**src/rtl/aes_gcm_pkg.sv**
```systemverilog
// Shared types for the AES-GCM output stage: FIFO entry layout and tracker states.
package aes_gcm_pkg;

  localparam int BLOCK_BITS = 128;

  typedef enum logic [1:0] {
    ST_IDLE = 2'd0,
    ST_AAD  = 2'd1,
    ST_TEXT = 2'd2
  } gcm_state_e;

  typedef struct packed {
    logic                  is_tag;
    logic                  auth_fail;
    logic [0:BLOCK_BITS-1] data;
  } out_entry_t;

endpackage

```
**src/rtl/aes_gcm_output_stage_if.sv**
```systemverilog
// Output beat stream of the AES-GCM output stage (ciphertext or tag beats).
interface aes_gcm_output_stage_if;
  import aes_gcm_pkg::*;

  logic [0:BLOCK_BITS-1] o_data;
  logic                  o_valid;
  logic                  i_ready;
  logic                  o_is_tag;
  logic                  o_auth_fail;

  modport master (output o_data, o_valid, o_is_tag, o_auth_fail, input i_ready);
  modport slave  (input o_data, o_valid, o_is_tag, o_auth_fail, output i_ready);

endinterface

```
**src/rtl/aes_sync_fifo.sv**
```systemverilog
// Single-clock FIFO; head entry comes straight from the storage registers and reads 0 when empty.
module aes_sync_fifo #(
  parameter int WIDTH = 130,
  parameter int DEPTH = 8
) (
  input  logic             clk,
  input  logic             rst,
  input  logic             push,
  input  logic [WIDTH-1:0] din,
  input  logic             pop,
  output logic [WIDTH-1:0] dout,
  output logic             full,
  output logic             empty
);
  localparam int AW = $clog2(DEPTH);

  logic [WIDTH-1:0] mem [DEPTH];
  logic [AW-1:0]    wr_ptr, rd_ptr;
  logic [AW:0]      count;
  logic             wr_en, rd_en;

  assign full  = (count == (AW+1)'(DEPTH));
  assign empty = (count == '0);
  assign rd_en = pop && !empty;
  // A full FIFO still accepts a write when the head leaves in the same cycle.
  assign wr_en = push && (!full || rd_en);
  assign dout  = empty ? '0 : mem[rd_ptr];

  always_ff @(posedge clk) begin
    if (wr_en) mem[wr_ptr] <= din;
  end

  always_ff @(posedge clk) begin
    if (rst) begin
      wr_ptr <= '0;
      rd_ptr <= '0;
      count  <= '0;
    end else begin
      if (wr_en) wr_ptr <= wr_ptr + 1'b1;
      if (rd_en) rd_ptr <= rd_ptr + 1'b1;
      case ({wr_en, rd_en})
        2'b10:   count <= count + 1'b1;
        2'b01:   count <= count - 1'b1;
        default: count <= count;
      endcase
    end
  end

endmodule

```
**src/rtl/aes_gcm_output_stage.sv**
```systemverilog
// AES-GCM output stage: filters AAD blocks, queues ciphertext and tag beats, flags protocol errors.
// state   | meaning
// IDLE    | no instance open; only a new-instance block is legal
// AAD     | next block index is below the AAD block count (dropped)
// TEXT    | next block index is in the text range (queued) or at the tag
module aes_gcm_output_stage
  import aes_gcm_pkg::*;
#(
  parameter int DEPTH = 8
) (
  input  logic                  clk,
  input  logic                  rst,
  input  logic                  i_valid,
  input  logic                  i_new_instance,
  input  logic [0:BLOCK_BITS-1] i_instance_size,
  input  logic [0:BLOCK_BITS-1] i_cipher_text,
  input  logic                  i_tag_ready,
  input  logic [0:BLOCK_BITS-1] i_tag,
  input  logic                  i_decrypt,
  input  logic [0:BLOCK_BITS-1] i_expected_tag,
  aes_gcm_output_stage_if.master ostream,
  output logic                  o_overflow,
  output logic                  o_proto_err
);
  gcm_state_e  state_q, state_d;
  logic [63:0] k_q, k_d, aad_q, aad_d, tot_q, tot_d, cur_k;
  logic        dec_q, dec_d, perr_d;
  logic [64:0] size_sum;
  logic        push, pop, fifo_full, fifo_empty;
  out_entry_t  push_entry, head;

  assign size_sum = {1'b0, i_instance_size[0:63]} + {1'b0, i_instance_size[64:127]};
  assign pop      = !fifo_empty && ostream.i_ready;

  always_ff @(posedge clk) begin
    if (rst) begin
      state_q     <= ST_IDLE;
      k_q         <= '0;
      aad_q       <= '0;
      tot_q       <= '0;
      dec_q       <= 1'b0;
      o_proto_err <= 1'b0;
      o_overflow  <= 1'b0;
    end else begin
      state_q     <= state_d;
      k_q         <= k_d;
      aad_q       <= aad_d;
      tot_q       <= tot_d;
      dec_q       <= dec_d;
      o_proto_err <= perr_d;
      if (push && fifo_full && !pop) o_overflow <= 1'b1;
    end
  end

  always_comb begin
    state_d    = state_q;
    k_d        = k_q;
    aad_d      = aad_q;
    tot_d      = tot_q;
    dec_d      = dec_q;
    perr_d     = o_proto_err;
    push       = 1'b0;
    push_entry = '0;
    cur_k      = i_new_instance ? '0 : k_q;
    if (i_valid) begin
      if (i_new_instance) begin
        if (state_q != ST_IDLE) perr_d = 1'b1;
        aad_d = i_instance_size[0:63] >> 7;
        tot_d = 64'(size_sum >> 7);
        dec_d = i_decrypt;
      end
      if (!i_new_instance && state_q == ST_IDLE) begin
        perr_d = 1'b1;
      end else if (i_tag_ready) begin
        if (cur_k != tot_d) perr_d = 1'b1;
        push                 = 1'b1;
        push_entry.is_tag    = 1'b1;
        push_entry.auth_fail = dec_d && (i_tag != i_expected_tag);
        push_entry.data      = i_tag;
        state_d              = ST_IDLE;
        k_d                  = '0;
      end else begin
        push            = (cur_k >= aad_d) && (cur_k < tot_d);
        push_entry.data = i_cipher_text;
        k_d             = cur_k + 64'd1;
        state_d         = (k_d < aad_d) ? ST_AAD : ST_TEXT;
      end
    end
  end

  aes_sync_fifo #(
    .WIDTH($bits(out_entry_t)),
    .DEPTH(DEPTH)
  ) u_fifo (
    .clk  (clk),
    .rst  (rst),
    .push (push),
    .din  (push_entry),
    .pop  (pop),
    .dout (head),
    .full (fifo_full),
    .empty(fifo_empty)
  );

  assign ostream.o_valid     = !fifo_empty;
  assign ostream.o_data      = head.data;
  assign ostream.o_is_tag    = head.is_tag;
  assign ostream.o_auth_fail = head.auth_fail;

endmodule
```
**src/flat_wrapper.sv**
```systemverilog
// flat-port wrapper written by rule: the top's interface ports become plain ports
module aes_gcm_output_stage_flat import aes_gcm_pkg::*;
#(
  parameter int DEPTH = 8
)
  (clk, rst, i_valid, i_new_instance, i_instance_size, i_cipher_text, i_tag_ready, i_tag, i_decrypt, i_expected_tag, o_overflow, o_proto_err, ostream_o_data, ostream_o_valid, ostream_o_is_tag, ostream_o_auth_fail, ostream_i_ready);
  aes_gcm_output_stage_if ostream_i ();
  input  logic clk;
  input  logic rst;
  input  logic i_valid;
  input  logic i_new_instance;
  input  logic [0:BLOCK_BITS-1] i_instance_size;
  input  logic [0:BLOCK_BITS-1] i_cipher_text;
  input  logic i_tag_ready;
  input  logic [0:BLOCK_BITS-1] i_tag;
  input  logic i_decrypt;
  input  logic [0:BLOCK_BITS-1] i_expected_tag;
  output logic o_overflow;
  output logic o_proto_err;
  output wire logic [$bits(ostream_i.o_data)-1:0] ostream_o_data;
  output wire logic [$bits(ostream_i.o_valid)-1:0] ostream_o_valid;
  output wire logic [$bits(ostream_i.o_is_tag)-1:0] ostream_o_is_tag;
  output wire logic [$bits(ostream_i.o_auth_fail)-1:0] ostream_o_auth_fail;
  input wire logic [$bits(ostream_i.i_ready)-1:0] ostream_i_ready;
  assign ostream_o_data = ostream_i.o_data;
  assign ostream_o_valid = ostream_i.o_valid;
  assign ostream_o_is_tag = ostream_i.o_is_tag;
  assign ostream_o_auth_fail = ostream_i.o_auth_fail;
  assign ostream_i.i_ready = ostream_i_ready;
  aes_gcm_output_stage #(.DEPTH(DEPTH)) u_core (.clk(clk), .rst(rst), .i_valid(i_valid), .i_new_instance(i_new_instance), .i_instance_size(i_instance_size), .i_cipher_text(i_cipher_text), .i_tag_ready(i_tag_ready), .i_tag(i_tag), .i_decrypt(i_decrypt), .i_expected_tag(i_expected_tag), .ostream(ostream_i), .o_overflow(o_overflow), .o_proto_err(o_proto_err));
endmodule
```
**config.mk**
```make
export PLATFORM = sky130hd
export DESIGN_NAME = aes_gcm_output_stage_flat
export DESIGN_NICKNAME = d
export VERILOG_FILES = /design/src/rtl/aes_gcm_pkg.sv /design/src/rtl/aes_gcm_output_stage_if.sv /design/src/rtl/aes_sync_fifo.sv /design/src/rtl/aes_gcm_output_stage.sv /design/src/flat_wrapper.sv
export SDC_FILE = /design/constraint.sdc
export NUM_CORES = 2
export LEC_CHECK = 0
export CAP_MARGIN = 5
export CORE_UTILIZATION = 40
export CTS_CLUSTER_DIAMETER = 50
export DETAILED_ROUTE_END_ITERATION = 8
export PLACE_DENSITY = 0.69
export SETUP_SLACK_MARGIN = 0.05
export SLEW_MARGIN = 20
export SYNTH_ARGS = -nofsm -noshare
export SYNTH_HDL_FRONTEND = slang
export SYNTH_HIERARCHICAL = 1
export SYNTH_SLANG_ARGS = --single-unit
```
**constraint.sdc**
```tcl
create_clock -name clk -period 23.8 [get_ports clk]
set_input_delay 3.57 -clock clk [delete_from_list [all_inputs] [get_ports clk]]
set_output_delay 3.57 -clock clk [all_outputs]
set_load 0.01 [all_outputs]
```
* Word-level counts from Yosys, hierarchy flattened
Memories as Yosys holds them, arrays and structs flattened. A register that Yosys moved wholly into a read port is not among the register bits.
Cells that the tools add are included.
Widths: inputs -> output; s select.
** Word-level totals
- Memories :: 1
- Input port bits :: 519
- Register bits :: 207
- Bits in writable memories :: 1040
- Word-level logic and storage cells :: 72
** Memory list
- u_core.u_fifo.mem :: words 8, width 130, read ports 1, clocked after Yosys merged registers in 1, write ports 1, RTL line aes_sync_fifo.sv:17 : logic [WIDTH-1:0] mem [DEPTH];
** Cells by class
- Eq/ne operators :: 5
- Muxes and demuxes :: 28
- $add $sub $neg :: 6
- Reductions and logical operators :: 18
- Bitwise gates (word level) :: 1
- Magnitude comparators :: 3
** Operator list (count)
- $mux 130 :: 3
- $mux 64 :: 6
- $lt 64x64->1 :: 2
- $mux 128 :: 1
- $ne 128x128->1 :: 1
- $add 64x64->65 :: 1
- $add 64x1->64 const B :: 1
- $ge 64x64->1 :: 1
- $ne 64x64->1 :: 1
- $mux 1 :: 12
- $logic_and 1x1->1 :: 8
- $pmux 4 s2 :: 1
- $add 3x1->3 const B :: 2
- $mux 2 :: 3
- $mux 3 :: 2
- $add 4x1->4 const B :: 1
- $eq 4x4->1 const B :: 1
- $logic_not 1->1 :: 4
- $logic_not 4->1 :: 1
- $reduce_bool 2->1 :: 2
- $sub 4x1->4 const B :: 1
- $eq 2x1->1 const B :: 1
- $eq 2x2->1 const B :: 1
- $logic_not 2->1 :: 1
- other kinds (3) :: 3

* Longest topological paths before layout
- Depth in word-level cells :: 11
- Mapped depth :: 29
- Mapped depth without buffers :: 27

* Modules after synthesis
The synthesis kept the hierarchy.
** Modules (own cells, without submodules)
- aes_sync_fifo :: sequential area each 31490.2 um^2, cells an instance 1732, area an instance 40227.3 um^2, instances 1
- aes_gcm_output_stage :: sequential area each 3943.8 um^2, cells an instance 2720, area an instance 21042.7 um^2, instances 1

* Worst setup path before layout
No wires, ideal clock.
- Path kind :: in2reg
- From :: in i_instance_size[117] (netlist name)
- To :: mem u_core.u_fifo.mem[0][0], enable pin
- Library setup time :: 0.938 ns
- Stages :: 22
- Required time :: 22.862 ns
- Path slack :: 2.715 ns
- Arrival :: 20.147 ns
- Cell sequence :: ha_1 -> nand4_1 -> a211o_1 -> o211a_1 -> o32ai_1 -> nand4_1 -> and2_1 -> o32ai_1 -> mux2_2 -> a221oi_1 -> ha_1 -> nand4_1 -> or2_2 -> nand2b_1 -> nor3_1 -> a2111oi_0 -> o211ai_1 -> o21bai_1 -> nand2_1 -> clkbuf_1 -> o21ai_2 -> nor4_1
** On the way
- Cells in the longest elaborated chain, start to end :: 11
** Ends and longest elaborated chain
- start: declaration :: RTL line flat_wrapper.sv:12 : input logic [0:BLOCK_BITS-1] i_instance_size;
- $add 64x64->65 :: RTL line aes_gcm_output_stage.sv:32 : assign size_sum = {1'b0, i_instance_size[0:63]} + {1'b0, i_instance_size[64:127]};
- $mux 64 :: RTL line aes_gcm_output_stage.sv:66 : if (i_new_instance) begin
- $mux 64 :: RTL line aes_gcm_output_stage.sv:65 : if (i_valid) begin
- $lt 64x64->1 :: RTL line aes_gcm_output_stage.sv:83 : push = (cur_k >= aad_d) && (cur_k < tot_d);
- $logic_and 1x1->1 :: RTL line aes_gcm_output_stage.sv:83
- $mux 1 :: RTL line aes_gcm_output_stage.sv:74 : end else if (i_tag_ready) begin
- $mux 1 :: RTL line aes_gcm_output_stage.sv:72 : if (!i_new_instance && state_q == ST_IDLE) begin
- $mux 1 :: RTL line aes_gcm_output_stage.sv:65
- named net u_core.push :: RTL line aes_gcm_output_stage.sv:29 : logic push, pop, fifo_full, fifo_empty;
- $logic_and 1x1->1 :: RTL line aes_sync_fifo.sv:26 : assign wr_en = push && (!full || rd_en);
- $mux 1 :: RTL line aes_sync_fifo.sv:30 : if (wr_en) mem[wr_ptr] <= din;
- $mux 1 (implied by the code) :: RTL line aes_sync_fifo.sv:30
- end: declaration :: RTL line aes_sync_fifo.sv:17
The timed path passes the listed nets, and every way through them passes these cells. The select of a mux whose other input is x is not followed.

* Worst setup path in the final report
- From :: in i_instance_size[54] (netlist name)
- To :: mem u_core.u_fifo.mem[7][113], enable pin
** On the way
- Cells in the longest elaborated chain, start to end :: 11
** Ends and longest elaborated chain (RTL line)
- $add 64x64->65 :: aes_gcm_output_stage.sv:32
- $mux 64 :: aes_gcm_output_stage.sv:66
- $mux 64 :: aes_gcm_output_stage.sv:65
- $lt 64x64->1 :: aes_gcm_output_stage.sv:83
- $logic_and 1x1->1 * :: aes_gcm_output_stage.sv:83
- $mux 1 * :: aes_gcm_output_stage.sv:74
- $mux 1 * :: aes_gcm_output_stage.sv:72
- $mux 1 * :: aes_gcm_output_stage.sv:65
- named net u_core.push :: aes_gcm_output_stage.sv:29
- $logic_and 1x1->1 * :: aes_sync_fifo.sv:26
- $mux 1 * :: aes_sync_fifo.sv:30
- $mux 1 (implied by the code) * :: aes_sync_fifo.sv:30
Mark *: on every way through the listed nets, which the timed path passes. The rest lies on a longest branch. The select of a mux whose other input is x is not followed.

==> results.toml <==
[outcome]
run_status = "finished clean"

[timing]
fin_skew_ns = 0.0330
slew_headroom_pct = 14.0
fin_setup_tns_ns = 0
drv_slew = 0
fin_crit_sh_pct = 50.1
whs_ns = 0.451
setup_viol = 0
max_freq_mhz = 83.8
rsz0062_at_grt = "false"
post-route-min-period_ns = 11.93
worst_pin_slew_ns = 1.25
final_hold_viol_count = 0

[die]
die_area_sq_um = 155000
ioPinCount = 652
rows = 143
coreArea_sq_um = 152000
die_w_microns = 393
start_util_pct = 40.3
die_height_microns = 393

[routing]
drtPass1Iterations = 6
avgRoutedWirePerCell_microns = 25.9
vias = 40900
first_iter_violations = 4325
antenna_left = 0
post_drt_via_cell_ratio = 5.68
wl_microns = 187000
drc_errors = 0

[finish]
nets = 5845
drive_gt1_share_pct = 11.0
n_fill_cell = 12900
final_cells = 7205
area_growth_pct = 21.3

[min_path]
hp-class = "reg -> reg"

[synthesis]
synth_compound_area_share_pct = 6.42
synth_edf_count = 1040
seq_area_frac_synth_pct = 57.8
async_reset_ff_share_pct = 0
synth_xor_area_share_pct = 3.57
synth.distinct_cells = 89
synth.avg_cell_area_sq_um = 13.8
ys_warn_count = 6
muxShareOfSynthArea_pct = 15.7
synth.cell_area_sq_um = 61300
syn_inst = 4452
synth_seq_cells = 1250
synthAdderAreaFrac_pct = 5.34
ys.flop_type = "edfxtp_1"
yosys.area_share.simple_pct = 8.96
synth_top_family_by_area = "multiplexers"
synth.net_count = 5232

[worst_setup_path]
path_class = "in -> reg"
worstPathCellList = "clkdlybuf4s50_1, ha_1, nand4_1, a211o_1, o211a_1, o32ai_1, nand4_1, a21oi_1, a22oi_1, xnor2_1, mux2i_1, ha_1, a21o_1, a21o_1, a21oi_1, or4b_2, a31oi_1, a2111oi_0, o211ai_1, o21bai_1, nand2_1, o211ai_1, nor2_4, buf_4"
crit_path_start_kind = "input port"
crit_family = "compound AO/OA/AOI/OAI gates"
cp_max_fo = 59
worstSetupEndpointType = "flop"
cp_slowest_stage_delay_ns = 0.93
worst_path_max_delay_cell = "buf_4"
crit_buf_inv = 2
required_ns = 24.16
cp_data_arrival_time_ns = 12.29

[clocking]
cts_htree_levels = 4
cts_resized = 0
cts_buffers = 145
clkLatencyLatePin_ns = 0.77
path_clk_slew_ns = 0.05
cts_root_buf = "clkbuf_16"
cts_hold_buf = 0
cts_tree = "built"
cts_max_path_buffers = 3
cts_setup_buffers = 0
clock_sinks = 1250

[global_routing]
antenna_found_initial = 7
grt_max_degree = 131
grt_pass1_vias = 39800
grt_use_total_pct = 23.6
overflow = 0
grt_pass1_wl_microns = 271000

[placement]
place.gp.congestion = 0.965
place_hpwl_microns = 130000
port_buffers = 651
dp.cells = 6948

[flow_run]
cap_violations = 0

[power_and_ir_drop]
p_int_uw = 3910
cellPowerDensity_nw_per_um2 = 69.3
swShare_pct = 24.1
combPwrFrac_pct = 11.3
switchingPower_uw = 1240
p_clk_share_pct = 41.8
p_leak_uw = 0.0260
peakVddDrop_uv = 69.0
pwr-share-seq_pct = 46.9
state kept, by name (all words and copies together) (netlist names), named ones only:
signal	count
u_core/o_proto_err	1
u_core/k_q	64
u_core/aad_q	64
u_core/state_q	2
u_core/u_fifo/mem	1040
u_core/u_fifo/rd_ptr	3
u_core/tot_q	64
u_core/u_fifo/count	4
u_core/o_overflow	1
u_core/dec_q	1
u_core/u_fifo/wr_ptr	3
power by group through the flow:
stage / Clock [uW] / Sequential [uW] / Combinational, uW
6_report: 2150 / 2410 / 583
5_1_grt: 2270 / 2420 / 624
4_1_cts: 2190 / 2410 / 581
3_5_place_dp: 0 / 2460 / 577
3_3_place_gp: 0 / 2460 / 572
2_1_floorplan: 0 / 2460 / 299
metal layers:
metal	vias to the layer above	share of wire (%)	track usage, %
met4	6	2.5	6.75
met3	209	7.6	4.30
li1	18300	-	-
met5	-	0.019	0
met1	20500	44	33.8
met2	1812	46	36.6
worst reg2reg max path, delay by kind of cell (launching register included):
family	cells	cell delay, ns
compound gates	3	0.94
xor+xnor	1	0.14
fa+ha+maj	2	0.60
flops	1	0.35
simple gates	12	4.13
final timing paths:
check | start | end | slack, ns | cells past startpoint
worst min-delay path | u_core/tot_q[32]$_SDFFE_PP0P_ | u_core/tot_q[32]$_SDFFE_PP0P_ | 0.45 | 2
worst min register to register | u_core/tot_q[32]$_SDFFE_PP0P_ | u_core/tot_q[32]$_SDFFE_PP0P_ | 0.45 | 2
worst max-delay path | i_instance_size[54] | u_core/u_fifo/mem[7][113]$_DFFE_PP_ | 11.87 | 24
worst max register to register | u_core/k_q[1]$_SDFFE_PP0P_ | u_core/state_q[0]$_SDFFE_PP0P_ | 17.52 | 18
through the flow:
stage / area, sq um / total power [uW] / worst slack, ns / utilization [%]
2_1_floorplan: 61300 / 2760 / 2.72 / -
3_3_place_gp: 69700 / 3030 / 11.44 / 45.9
3_5_place_dp: 69700 / 3040 / 11.23 / 45.9
4_1_cts: 74300 / 5180 / 12.04 / 48.9
5_1_grt: 74300 / 5310 / 11.48 / 48.9
6_report: 74300 / 5150 / 11.87 / 48.9
cell families (layout without fill, tap and decap cells):
logic type / after synthesis / count (layout)
buffers and inverters: 275 / 996
DFF: 1250 / 1250
AOI/OAI and AO/OA: 609 / 609
other: 0 / 2
adders and majority gates: 261 / 261
muxes: 633 / 633
and+or+nand+nor: 1174 / 1174
xor gates and xnor gates: 250 / 250
layout make-up:
| cell class | instances | area, sq um | area share, % |
|---|---|---|---|
| flip-flops and latches | 1250 | 35400 | 47.7 |
| diodes | 2 | 5.00 | 0.00674 |
| clock inverters | 76 | 731 | 0.983 |
| repair buffers | 701 | 6960 | 9.36 |
| clock buffers | 179 | 3900 | 5.25 |
| well taps | 2030 | 2540 | 3.42 |
| multi-input cells | 2927 | 24600 | 33.1 |
| inverters | 40 | 155 | 0.209 |
cell usage after synthesis (all sizes together), types with 4 or more instances:
| cell | number | area share, % |
|---|---|---|
| dfxtp | 210 | 6.9 |
| or2 | 4 | 0.041 |
| nor3 | 40 | 0.33 |
| nand4b | 6 | 0.13 |
| a41oi | 6 | 0.086 |
| and4 | 5 | 0.071 |
| o31ai | 12 | 0.15 |
| nand3 | 61 | 0.50 |
| xnor2 | 167 | 2.4 |
| o21a | 14 | 0.17 |
| a31oi | 17 | 0.17 |
| a211oi | 17 | 0.22 |
| inv | 40 | 0.25 |
| ha | 260 | 5.3 |
| or3 | 10 | 0.10 |
| nor2b | 66 | 0.69 |
| xor2 | 83 | 1.2 |
| mux2i | 370 | 6.0 |
| nor2 | 437 | 2.7 |
| edfxtp | 1040 | 51 |
| and2 | 12 | 0.13 |
| a21oi | 217 | 1.8 |
| a2111oi | 11 | 0.16 |
| nand3b | 9 | 0.11 |
| a22oi | 36 | 0.44 |
| a22o | 35 | 0.50 |
| nand2b | 12 | 0.12 |
| a221oi | 8 | 0.11 |
| mux4 | 260 | 9.6 |
| nand4 | 86 | 0.90 |
| o21ai | 84 | 0.69 |
| nand2 | 339 | 2.1 |
| o21bai | 16 | 0.20 |
| buf | 97 | 1.1 |
| or4 | 9 | 0.12 |
| clkbuf | 138 | 0.85 |
| a211o | 5 | 0.071 |
| o211ai | 20 | 0.25 |
| and3 | 30 | 0.31 |
| nor4 | 33 | 0.38 |
| a21o | 79 | 0.97 |
| o221ai | 4 | 0.057 |
cell usage in the layout (no fill, tap or decap), types with 35 or more instances in the layout:
| cell type | instances |
|---|---|
| nor2_1 | 430 |
| nor3_1 | 35 |
| nand4_1 | 84 |
| dfxtp_1 | 207 |
| nor2b_1 | 64 |
| a21oi_1 | 217 |
| o21ai_0 | 80 |
| inv_1 | 39 |
| xnor2_1 | 167 |
| mux2i_1 | 370 |
| clkbuf_16 | 147 |
| clkdlybuf4s50_1 | 648 |
| nand2_1 | 338 |
| nand3_1 | 61 |
| xor2_1 | 83 |
| mux4_2 | 260 |
| buf_4 | 45 |
| ha_1 | 260 |
| a22o_1 | 35 |
| a21o_1 | 79 |
| a22oi_1 | 36 |
| edfxtp_1 | 1040 |
(Power assumes the default switching activity.)
